<file path="src/rtl/cache_mem_arbiter_if.sv">
// Bus bundle between the two caches (I and D), the arbiter and the CPU-wrapper
// memory port.
//
// Handshake: a cache raises x_req and keeps it high for its whole transaction,
// which may be several beats. A beat completes on any cycle with mem_req=1 and
// mem_wait=0. x_wait is the cache's stall and x_out is the read data, which is
// only meaningful while x_wait=0. Dropping x_req ends the transaction.
//
// Modports:
//   slave  - the arbiter. It takes the cache requests and mem_out/mem_wait, and
//            drives the memory request and the per-cache wait/data.
//   master - the environment: the caches plus the CPU wrapper.
interface cache_mem_arbiter_if;
  // I-cache side
  logic        I_req;
  logic [31:0] I_addr;
  logic [31:0] I_out;
  logic        I_wait;
  // D-cache side
  logic        D_req;
  logic        D_write;
  logic [31:0] D_addr;
  logic [31:0] D_in;
  logic [2:0]  D_type;
  logic [31:0] D_out;
  logic        D_wait;
  // CPU-wrapper memory port
  logic        mem_req;
  logic        mem_write;
  logic [31:0] mem_addr;
  logic [31:0] mem_in;
  logic [2:0]  mem_type;
  logic [31:0] mem_out;
  logic        mem_wait;

  modport slave (
    input  I_req, I_addr, D_req, D_write, D_addr, D_in, D_type, mem_out, mem_wait,
    output I_out, I_wait, D_out, D_wait,
    output mem_req, mem_write, mem_addr, mem_in, mem_type
  );

  modport master (
    output I_req, I_addr, D_req, D_write, D_addr, D_in, D_type, mem_out, mem_wait,
    input  I_out, I_wait, D_out, D_wait,
    input  mem_req, mem_write, mem_addr, mem_in, mem_type
  );
endinterface

</file>
<file path="src/rtl/cache_mem_arbiter.sv">
// Arbiter that shares the single CPU-wrapper memory port between the I-cache
// and the D-cache.
//
// A grant is locked until the granted cache drops its request, so a multi-beat
// line fill is never interleaved with the other cache. The arbiter forwards the
// granted cache's request downstream and returns mem_wait to that cache. The
// other cache stalls.
//
// Ports:
//   clk, rst     - clock; asynchronous active-high reset
//   bus          - cache/memory bundle (cache_mem_arbiter_if.slave)
//   err_overrun  - sticky: more than MAX_BEATS beats completed in one grant
//   err_timeout  - sticky: wrapper stalled TIMEOUT consecutive cycles while granted
//   o_dbg_state  - current FSM state (0 = IDLE, 1 = GNT_I, 2 = GNT_D)
module cache_mem_arbiter #(
  parameter int RR_MODE   = 1,
  parameter int MAX_BEATS = 4,
  parameter int TIMEOUT   = 255
) (
  input  logic                  clk,
  input  logic                  rst,
  cache_mem_arbiter_if.slave    bus,
  output logic                  err_overrun,
  output logic                  err_timeout,
  output logic [1:0]            o_dbg_state
);

  typedef enum logic [1:0] {
    IDLE  = 2'd0,
    GNT_I = 2'd1,
    GNT_D = 2'd2
  } state_t;

  state_t      r_state;
  state_t      w_next;
  logic        r_last_d;      // 1 when the most recently released grant was D
  logic [2:0]  r_beat_cnt;
  logic [7:0]  r_to_cnt;
  logic        r_err_overrun;
  logic        r_err_timeout;
  logic        w_granted;
  logic        w_beat;
  logic        w_stall;

  // State register. last_gnt is updated only when a grant is released.
  always_ff @(posedge clk or posedge rst) begin
    if (rst) begin
      r_state  <= IDLE;
      r_last_d <= 1'b0;
    end else begin
      r_state <= w_next;
      if (r_state == GNT_I && !bus.I_req) begin
        r_last_d <= 1'b0;
      end else if (r_state == GNT_D && !bus.D_req) begin
        r_last_d <= 1'b1;
      end
    end
  end

  // Next state and datapath steering. The downstream signals depend only on
  // the registered state, so a new request always costs one IDLE cycle.
  always_comb begin
    w_next        = r_state;
    bus.mem_req   = 1'b0;
    bus.mem_write = 1'b0;
    bus.mem_addr  = 32'd0;
    bus.mem_in    = 32'd0;
    bus.mem_type  = 3'd0;
    bus.I_wait    = bus.I_req;
    bus.D_wait    = bus.D_req;
    case (r_state)
      IDLE: begin
        if (bus.I_req && bus.D_req) begin
          // Round-robin favours the cache that did not hold the last grant.
          // Fixed priority always favours D.
          w_next = (RR_MODE != 0 && r_last_d) ? GNT_I : GNT_D;
        end else if (bus.I_req) begin
          w_next = GNT_I;
        end else if (bus.D_req) begin
          w_next = GNT_D;
        end
      end
      GNT_I: begin
        bus.mem_req  = bus.I_req;
        bus.mem_addr = bus.I_addr;
        bus.I_wait   = bus.mem_wait;
        if (!bus.I_req) w_next = IDLE;
      end
      GNT_D: begin
        bus.mem_req   = bus.D_req;
        bus.mem_write = bus.D_write;
        bus.mem_addr  = bus.D_addr;
        bus.mem_in    = bus.D_in;
        bus.mem_type  = bus.D_type;
        bus.D_wait    = bus.mem_wait;
        if (!bus.D_req) w_next = IDLE;
      end
      default: w_next = IDLE;
    endcase
  end

  assign bus.I_out = bus.mem_out;
  assign bus.D_out = bus.mem_out;

  assign w_granted = (r_state != IDLE);
  assign w_beat    = w_granted && bus.mem_req && !bus.mem_wait;
  assign w_stall   = w_granted && bus.mem_req && bus.mem_wait;

  // Beat and stall monitors. Every grant is entered from IDLE, so clearing
  // the beat count while idle is the same as clearing it on grant entry.
  always_ff @(posedge clk or posedge rst) begin
    if (rst) begin
      r_beat_cnt    <= 3'd0;
      r_to_cnt      <= 8'd0;
      r_err_overrun <= 1'b0;
      r_err_timeout <= 1'b0;
    end else begin
      if (!w_granted) begin
        r_beat_cnt <= 3'd0;
      end else if (w_beat) begin
        if (r_beat_cnt == 3'(MAX_BEATS)) r_err_overrun <= 1'b1;
        r_beat_cnt <= r_beat_cnt + 3'd1;
      end
      if (w_stall) begin
        if (r_to_cnt != 8'hFF) r_to_cnt <= r_to_cnt + 8'd1;
        // The flag rises on the same edge at which the count reaches TIMEOUT.
        if (r_to_cnt >= 8'(TIMEOUT - 1)) r_err_timeout <= 1'b1;
      end else begin
        r_to_cnt <= 8'd0;
      end
    end
  end

  assign err_overrun = r_err_overrun;
  assign err_timeout = r_err_timeout;
  assign o_dbg_state = r_state;

endmodule

</file>
<file path="src/flat_wrapper.sv">
// flat-port wrapper written by rule: the top's interface ports become plain ports
module cache_mem_arbiter_flat 
#(
  parameter int RR_MODE   = 1,
  parameter int MAX_BEATS = 4,
  parameter int TIMEOUT   = 255
)
  (clk, rst, err_overrun, err_timeout, o_dbg_state, bus_I_req, bus_I_addr, bus_D_req, bus_D_write, bus_D_addr, bus_D_in, bus_D_type, bus_mem_out, bus_mem_wait, bus_I_out, bus_I_wait, bus_D_out, bus_D_wait, bus_mem_req, bus_mem_write, bus_mem_addr, bus_mem_in, bus_mem_type);
  cache_mem_arbiter_if bus_i ();
  input  logic clk;
  input  logic rst;
  output logic err_overrun;
  output logic err_timeout;
  output logic [1:0] o_dbg_state;
  input wire logic [$bits(bus_i.I_req)-1:0] bus_I_req;
  input wire logic [$bits(bus_i.I_addr)-1:0] bus_I_addr;
  input wire logic [$bits(bus_i.D_req)-1:0] bus_D_req;
  input wire logic [$bits(bus_i.D_write)-1:0] bus_D_write;
  input wire logic [$bits(bus_i.D_addr)-1:0] bus_D_addr;
  input wire logic [$bits(bus_i.D_in)-1:0] bus_D_in;
  input wire logic [$bits(bus_i.D_type)-1:0] bus_D_type;
  input wire logic [$bits(bus_i.mem_out)-1:0] bus_mem_out;
  input wire logic [$bits(bus_i.mem_wait)-1:0] bus_mem_wait;
  output wire logic [$bits(bus_i.I_out)-1:0] bus_I_out;
  output wire logic [$bits(bus_i.I_wait)-1:0] bus_I_wait;
  output wire logic [$bits(bus_i.D_out)-1:0] bus_D_out;
  output wire logic [$bits(bus_i.D_wait)-1:0] bus_D_wait;
  output wire logic [$bits(bus_i.mem_req)-1:0] bus_mem_req;
  output wire logic [$bits(bus_i.mem_write)-1:0] bus_mem_write;
  output wire logic [$bits(bus_i.mem_addr)-1:0] bus_mem_addr;
  output wire logic [$bits(bus_i.mem_in)-1:0] bus_mem_in;
  output wire logic [$bits(bus_i.mem_type)-1:0] bus_mem_type;
  assign bus_i.I_req = bus_I_req;
  assign bus_i.I_addr = bus_I_addr;
  assign bus_i.D_req = bus_D_req;
  assign bus_i.D_write = bus_D_write;
  assign bus_i.D_addr = bus_D_addr;
  assign bus_i.D_in = bus_D_in;
  assign bus_i.D_type = bus_D_type;
  assign bus_i.mem_out = bus_mem_out;
  assign bus_i.mem_wait = bus_mem_wait;
  assign bus_I_out = bus_i.I_out;
  assign bus_I_wait = bus_i.I_wait;
  assign bus_D_out = bus_i.D_out;
  assign bus_D_wait = bus_i.D_wait;
  assign bus_mem_req = bus_i.mem_req;
  assign bus_mem_write = bus_i.mem_write;
  assign bus_mem_addr = bus_i.mem_addr;
  assign bus_mem_in = bus_i.mem_in;
  assign bus_mem_type = bus_i.mem_type;
  cache_mem_arbiter #(.RR_MODE(RR_MODE), .MAX_BEATS(MAX_BEATS), .TIMEOUT(TIMEOUT)) u_core (.clk(clk), .rst(rst), .bus(bus_i), .err_overrun(err_overrun), .err_timeout(err_timeout), .o_dbg_state(o_dbg_state));
endmodule
</file>
<file path="config.mk">
export PLATFORM = sky130hd
export DESIGN_NAME = cache_mem_arbiter_flat
export DESIGN_NICKNAME = d
export VERILOG_FILES = /design/src/rtl/cache_mem_arbiter_if.sv /design/src/rtl/cache_mem_arbiter.sv /design/src/flat_wrapper.sv
export SDC_FILE = /design/constraint.sdc
export NUM_CORES = 1
export LEC_CHECK = 0
export CORE_ASPECT_RATIO = 0.6
export CORE_MARGIN = 10
export CORE_UTILIZATION = 26
export DETAILED_ROUTE_END_ITERATION = 10
export GPL_TIMING_DRIVEN = 0
export PLACE_DENSITY = 0.92
export SETUP_SLACK_MARGIN = 0.15
export SLEW_MARGIN = 20
export SYNTH_ARGS = -nofsm -noshare
export SYNTH_HDL_FRONTEND = slang
export SYNTH_SLANG_ARGS = --single-unit
export TNS_END_PERCENT = 5
</file>
<file path="constraint.sdc">
create_clock -name clk -period 1.9 [get_ports clk]
set_input_delay 0.475 -clock clk [delete_from_list [all_inputs] [get_ports clk]]
set_output_delay 0.475 -clock clk [all_outputs]
set_load 0.1 [all_outputs]
</file>
==> impl_results.md, run 1 <==
* Initial DRC count at 91
* Fillcell total at 546
* Mux contribution to synthesized area at 1.61%
* Final Routed Wirelength at 13.9 mm
* Dpl ws at -1.17 ns
* Max-slew violations at 0
* Remaining Overflow, GRT at 0
* Layout Skew at 0.00386 ns
* Util after Layout at 75.8%
* Worst min path class: reg2reg
* NetSw at 5.42 mW
* Arrival @ worst endpoint at 1.73 ns
* Critical Path RT at 1.42 ns
* Die Y at 90.9 µm
* Root buffer cell: clkbuf_16
* Die width at 138 µm
* Vias per std cell at 4.63
* Clk_lat worst skew at 0.25 ns
* Largest family of logic cells by synthesized area: simple AND/OR/NAND/NOR gates
* Post-synthesis simple-gate area fraction at 29.1%
* Tot Pwr at 9.38 mW
* Number of distinct library cells after synthesis at 38
* Placed Cells at 628
* Clk sinks at 16
* Max clock buf depth at 2
* Tightest Pin Transition at 1.01 ns
* Core Rows at 25
* Post-synthesis compound-gate area fraction at 19.2%
* Share of layout cells above drive strength 1 at 64.2%
* Failing checks: negative setup slack
* Crit path capture type: primary output
* Ys flop type: dfrtp_1
* Status: finished, violations left
* Vias in the first global route at 3275
* Hold Buf Count CTS at 0
* Setup crit start kind: flop
* ANT cells at 0
* Post-DP HPWL at 11.0 mm
* Mapped Cells at 277
* Post-synthesis xor/xnor area fraction at 0%
* Syn avg cell area at 7.87 µm²
* Port Buffers at 243
* Largest net degree at the start of global routing at 17
* Die ar. at 12600 µm²
* RSZ-0062 raised after global routing: yes
* Final Non-Filler Cells at 633
* Final hold vios at 0
* Synth Register Bits at 16
* Share of power burned in registers at 4.7%
* CP max FO at 10
* Initial core utilization at 27.2%
* Commonest non-fill, non-tap cell in the layout: buf_4
* Number of remaining DRC errors at 0
* Number of max-cap violations at 0
* CORE AREA at 8010 µm²
* Placer congestion estimate at 0.831
* Post-synth ARST share at 100%
* DRT antenna net count at 0
* CTS H-tree depth at 1
* Syn Nets at 421
* Leakage at 2.57 nW
* CTS buffer count at 3
* Pwr/cell area at 1540 nW/µm²
* Commonest non-fill, non-tap cells in the layout: buf_4, clkdlybuf4s50_1, buf_12, a22oi_2, nor2b_4
* Clk pin slew, worst setup/hold paths at 0.05 ns
* Yosys warns at 0
* Tot GR Track Use at 20.3%
* Peak VDD IR at 0.922 mV
* Synth Cell Area at 2180 µm²
* Initial antenna violation count at 0
* CTS tree: built
* Slew headroom at 33.0%
* Clock share of power at 4.4%
* Sequential area share after synthesis at 18.4%
* Routed wire length per instance at 22.0 µm
* # setup viols final at 73
* Post-synth EDFFs at 0
* Adder-Cell Fraction of Synth Area at 4.02%
* Fmax at 453 MHz
* Internal cell power at 3.96 mW
* Drt pass-1 iters at 5
* Fin worst setup slack at -0.307 ns
* Global-route wire length before repair at 20.8 mm
* # nets final at 670
* Area Growth Syn to Fin at 178%
* Sw Share at 57.8%
* Boundary pin count at 276
* Routed vias at 2930
* Final worst path period share at 116%
* Crit Path Category: reg2out
* Combinational power share at 90.9%
* Min Tclk post-route at 2.21 ns
* Worst hold slack at 0.465 ns
-- metal layers --
layer | share of wire [%] | GRT usage (%)
met5 | 0 | 0
met4 | 0.64 | 1.92
met3 | 6.3 | 4.99
met2 | 56 | 40.7
met1 | 37 | 21.4
-- worst paths after layout --
check	startpoint	endpoint	slack, ns	depth (start not counted)
setup / recovery	u_core.o_dbg_state[0]	bus_mem_addr[23]	-0.31	7
hold / removal	u_core.err_overrun	u_core.err_overrun	0.46	1
setup reg to reg	u_core.o_dbg_state[0]	u_core.r_beat_cnt[0]	0.05	7
hold reg to reg	u_core.err_overrun	u_core.err_overrun	0.46	1
max in group asynchronous	rst	u_core.o_dbg_state[1]	0.83	2
min in group asynchronous	rst	u_core.r_to_cnt[2]	0.61	2
-- synth_stat cells, types with 2 or more instances --
cell type	count	area, µm²
a21oi_1	8	40.0
nor3_1	8	40.0
a211oi_1	2	15.0
nand2b_1	2	12.5
o21ai_0	5	25.0
and2_1	36	225
clkbuf_1	8	30.0
nand2_1	5	18.8
buf_2	6	30.0
nor2b_1	32	200
buf_4	65	488
nand4_1	3	18.8
nand3_1	3	15.0
dfrtp_1	16	400
a22oi_1	32	240
ha_1	7	87.6
o21bai_1	2	15.0
nor2_1	4	15.0
buf_6	2	22.5
o2111ai_1	2	17.5
nand3b_1	2	15.0
mux2i_1	2	20.0
a31oi_1	2	12.5
inv_1	9	33.8
-- cell families (layout without fill, tap and decap cells) --
kind of cell / count (synthesis) / after routing
AO/OA/AOI/OAI: 57 / 57
adder cells (fa/ha/maj): 7 / 7
buffers and inverters: 90 / 338
flip-flops: 16 / 16
multiplexers: 3 / 3
AND/OR/NAND/NOR: 104 / 104
-- through the flow --
stage | area (µm²) | TNS [ns]
global route | 6070 | -22.01
CTS | 6070 | -18.98
global placement | 5350 | -87.65
floorplan | 2790 | -20.84
finish | 6070 | -18.47
detailed placement | 5350 | -90.38
-- power groups by stage --
stage / sequential [mW] / clock [mW] / combinational, mW
2_1_floorplan: 0.557 / 0 / 5.63
3_3_place_gp: 0.438 / 0 / 7.20
3_5_place_dp: 0.441 / 0 / 7.28
4_1_cts: 0.437 / 0.420 / 8.53
5_1_grt: 0.441 / 0.435 / 8.77
6_report: 0.437 / 0.415 / 8.53
-- registers in the layout, indices dropped and copies added, names as in the netlist --
name                flops
u_core.err_overrun      1
u_core.err_timeout      1
u_core.o_dbg_state      2
u_core.r_beat_cnt       3
u_core.r_last_d         1
u_core.r_to_cnt         8
-- critical path, cell delays in order (launching register included) --
cell     delay, ns
dfrtp_4       0.52
inv_6         0.09
ha_4          0.14
buf_12        0.14
buf_12        0.15
a22oi_2       0.11
nor2b_4       0.15
buf_12        0.18
-- area by class of cell --
type | instances | area (µm²) | area share (%)
plain buffers | 81 | 722 | 11.9
clock buffers | 4 | 78.8 | 1.30
inverters | 9 | 41.3 | 0.680
multi-input cells | 171 | 1690 | 27.9
flip-flops and latches | 16 | 408 | 6.72
well taps | 108 | 135 | 2.23
repair buffers | 244 | 2990 | 49.3
-- timing repair --
item,4_1_cts,5_1_grt
endpoints found under the setup margin,140,79
cloned,0,0
resized for setup,737,1
setup buffers,1,0
pin swaps,4,5
No activity file was read; power rests on OpenSTA's default activity.
==> run 2, diff against run 1 <==
--- a/config.mk
+++ b/config.mk
@@ -10,7 +10,7 @@
 export CORE_UTILIZATION = 26
 export DETAILED_ROUTE_END_ITERATION = 10
 export GPL_TIMING_DRIVEN = 0
-export PLACE_DENSITY = 0.92
+export PLACE_DENSITY = 0.82
 export SETUP_SLACK_MARGIN = 0.15
 export SLEW_MARGIN = 20
 export SYNTH_ARGS = -nofsm -noshare
==> run 2 against run 1 <==
The run still ends with negative setup slack left. Cell area grew 1.2%. Combinational power up 1%. Clock power rose by 9.9%. Critical path type unchanged.
==> impl_results.md, run 2 (synthesis gave the netlist of run 1 again) <==
* Pwr/cell area at 1550 nW/µm² (+0.26%)
* CTS buffer count at 3 (unchanged)
* Top layer in use: met4
* CP cell instances: inv_4 > ha_4 > buf_12 > buf_8 > buf_6 > a22oi_2 > nor2b_4 > buf_12
* Die ar. at 12600 µm² (unchanged)
* Setup crit start kind: flop
* Post-Place Cell Area at 5350 µm² (unchanged)
* Slew headroom at 33.6% (+0.63 points)
* Status: finished, violations left
* Worst hold slack at 0.469 ns (+0.00450 ns)
* Share of layout cells above drive strength 1 at 64.9% (+0.72 points)
* WL met1 at 5.06 mm (-0.80%)
* Die Y at 90.9 µm (unchanged)
* Final Routed Wirelength at 13.7 mm (-1.3%)
* Clk pin slew, worst setup/hold paths at 0.05 ns (about the same)
* Boundary pin count at 276 (unchanged)
* Commonest non-fill, non-tap cell in the layout: buf_4
* Placer congestion estimate at 0.845 (+1.7%)
* Tot Pwr at 9.51 mW (+1.4%)
* Crit path capture type: primary output
* Core Rows at 25 (unchanged)
* RSZ-0062 raised after global routing: yes
* Top reg by flops: u_core.r_to_cnt
* Tightest Pin Transition at 1.00 ns (-0.00951 ns)
* Clk_lat worst skew at 0.25 ns (about the same)
* Peak VDD IR at 0.811 mV (-12%)
* Total Neg Setup Slack at -17.06 ns (+1.42 ns)
* Crit Path Category: reg2out
* Met3 routed WL at 724 µm (-17%)
* Remaining Overflow, GRT at 0 (unchanged)
* Max FFs per register at 8 (unchanged)
* CTS H-tree depth at 1 (unchanged)
* Tot GR Track Use at 20.1% (-0.21 points)
* Vias per std cell at 4.55 (-1.8%)
* Routed wire length per instance at 21.5 µm (-2.1%)
* Worst min path class: reg2reg
* Fmax at 454 MHz (+0.23%)
* Initial core utilization at 27.2% (unchanged)
* # nets final at 675 (+0.75%)
* Area Growth Syn to Fin at 182%
* Most used cell along the critical path: buf_12
* Util after Layout at 76.7% (+0.89 points)
* Slowest cell on crit path: dfrtp_4
* Final hold vios at 0 (unchanged)
* CP max FO at 6 (-4)
* Final worst path period share at 116% (-0.27 points)
* Number of max-cap violations at 0 (unchanged)
* Largest net degree at the start of global routing at 17 (unchanged)
* R2r setup slk at 0 ns (-0.05 ns)
* Fin worst setup slack at -0.302 ns (+0.00512 ns)
* CORE AREA at 8010 µm² (unchanged)
* Clk sinks at 16 (unchanged)
* Arrival @ worst endpoint at 1.73 ns (about the same)
* Failing checks: negative setup slack
* Drt pass-1 iters at 4 (-1)
* Die width at 138 µm (unchanged)
* Crit-path max cell delay at 0.51 ns (about the same)
* Initial antenna violation count at 0 (unchanged)
* Port Buffers at 243 (unchanged)
* Min Tclk post-route at 2.20 ns (-0.00512 ns)
* ANT cells at 0 (unchanged)
* CTS tree: built
* Critical Path RT at 1.42 ns (about the same)
* Vias in the first global route at 3172 (-3.1%)
* Root buffer cell: clkbuf_16
* Max clock buf depth at 2 (unchanged)
* Post-DP HPWL at 11.0 mm (+0.18%)
* Metal2 WL at 7.90 mm (+0.77%)
* Number of remaining DRC errors at 0 (unchanged)
* Global-route wire length before repair at 20.5 mm (-1.6%)
* Layout Skew at 0.00446 ns (+0.000604 ns)
* # setup viols final at 73 (unchanged)
* DRT antenna net count at 0 (unchanged)
* Commonest non-fill, non-tap cells in the layout: buf_4, clkdlybuf4s50_1, buf_12, and2_2, a22oi_2
* Leakage at 2.60 nW (+1.2%)
* Max-slew violations at 0 (unchanged)
* Design area at 6140 µm² (+1.2%)
* Routed vias at 2900 (-1.0%)
* Fillcell total at 546 (unchanged)
* Initial DRC count at 50 (-45%)
## run 2: cell type report
type                            count  area, µm²  share of cell area, %
Timing Repair Buffer              249       3070                   50.0
Inverter                            9       38.8                  0.632
Sequential cell                    16        408                   6.64
Buffer                             81        713                   11.6
Clock buffer                        4       88.8                   1.45
Tap cell                          108        135                   2.20
Multi-Input combinational cell    171       1690                   27.5
## run 2: per-stage QoR
stage | worst slack, ns | cells
4_1_cts | -0.304 | 637
3_5_place_dp | -1.14 | 628
6_report | -0.302 | 638
3_3_place_gp | -1.14 | 628
2_1_floorplan | -0.324 | 277
5_1_grt | -0.350 | 638
## run 2: path summary, 6_finish.rpt
check                                             end  cells after the start             startpoint
worst min register to register     u_core.err_timeout                      1     u_core.err_timeout
worst max-delay path                  bus_mem_addr[2]                      8  u_core.o_dbg_state[1]
worst min-delay path               u_core.err_timeout                      1     u_core.err_timeout
min in group asynchronous        u_core.r_beat_cnt[1]                      2                    rst
worst max register to register   u_core.r_beat_cnt[0]                      8  u_core.o_dbg_state[1]
max in group asynchronous       u_core.o_dbg_state[1]                      2                    rst
## run 2: worst max-delay path, delay by kind of cell (launching register included)
kind | cells | cell delay [ns]
DFF | 1 | 0.51
AOI/OAI and AO/OA | 1 | 0.06
buffers and inverters | 5 | 0.63
and+or+nand+nor | 1 | 0.14
adders and majority gates | 1 | 0.14
## run 2: timing repair
item | CTS | global route
buffers inserted | 4 | 1
pin swaps | 10 | 4
gates resized for setup | 728 | 13
hold buffers | 0 | 0
endpoints found under the hold margin | 0 | 0
cloned | 1 | 0
endpoints found under the setup margin | 139 | 75
## run 2: layer usage
layer  vias to the layer above  GRT usage (%)
li1                       1396              -
met1                      1386           20.8
met2                       116           41.5
met3                         2           4.31
met4                         0           1.57
met5                         -              0
## run 2: where the power goes
| group | switching [mW] | internal, mW |
|---|---|---|
| logic | 5.25 | 3.37 |
| clock network | 0.136 | 0.320 |
| registers | 0.0446 | 0.387 |
| total | 5.43 | 4.08 |
==> run 3, diff against run 2 <==
--- a/config.mk
+++ b/config.mk
@@ -8,6 +8,7 @@
 export CORE_ASPECT_RATIO = 0.6
 export CORE_MARGIN = 10
 export CORE_UTILIZATION = 26
+export CTS_CLUSTER_DIAMETER = 120
 export DETAILED_ROUTE_END_ITERATION = 10
 export GPL_TIMING_DRIVEN = 0
 export PLACE_DENSITY = 0.82
==> results of run 3 <==
The final DEF is identical to that of run 2; final timing and power are the same.
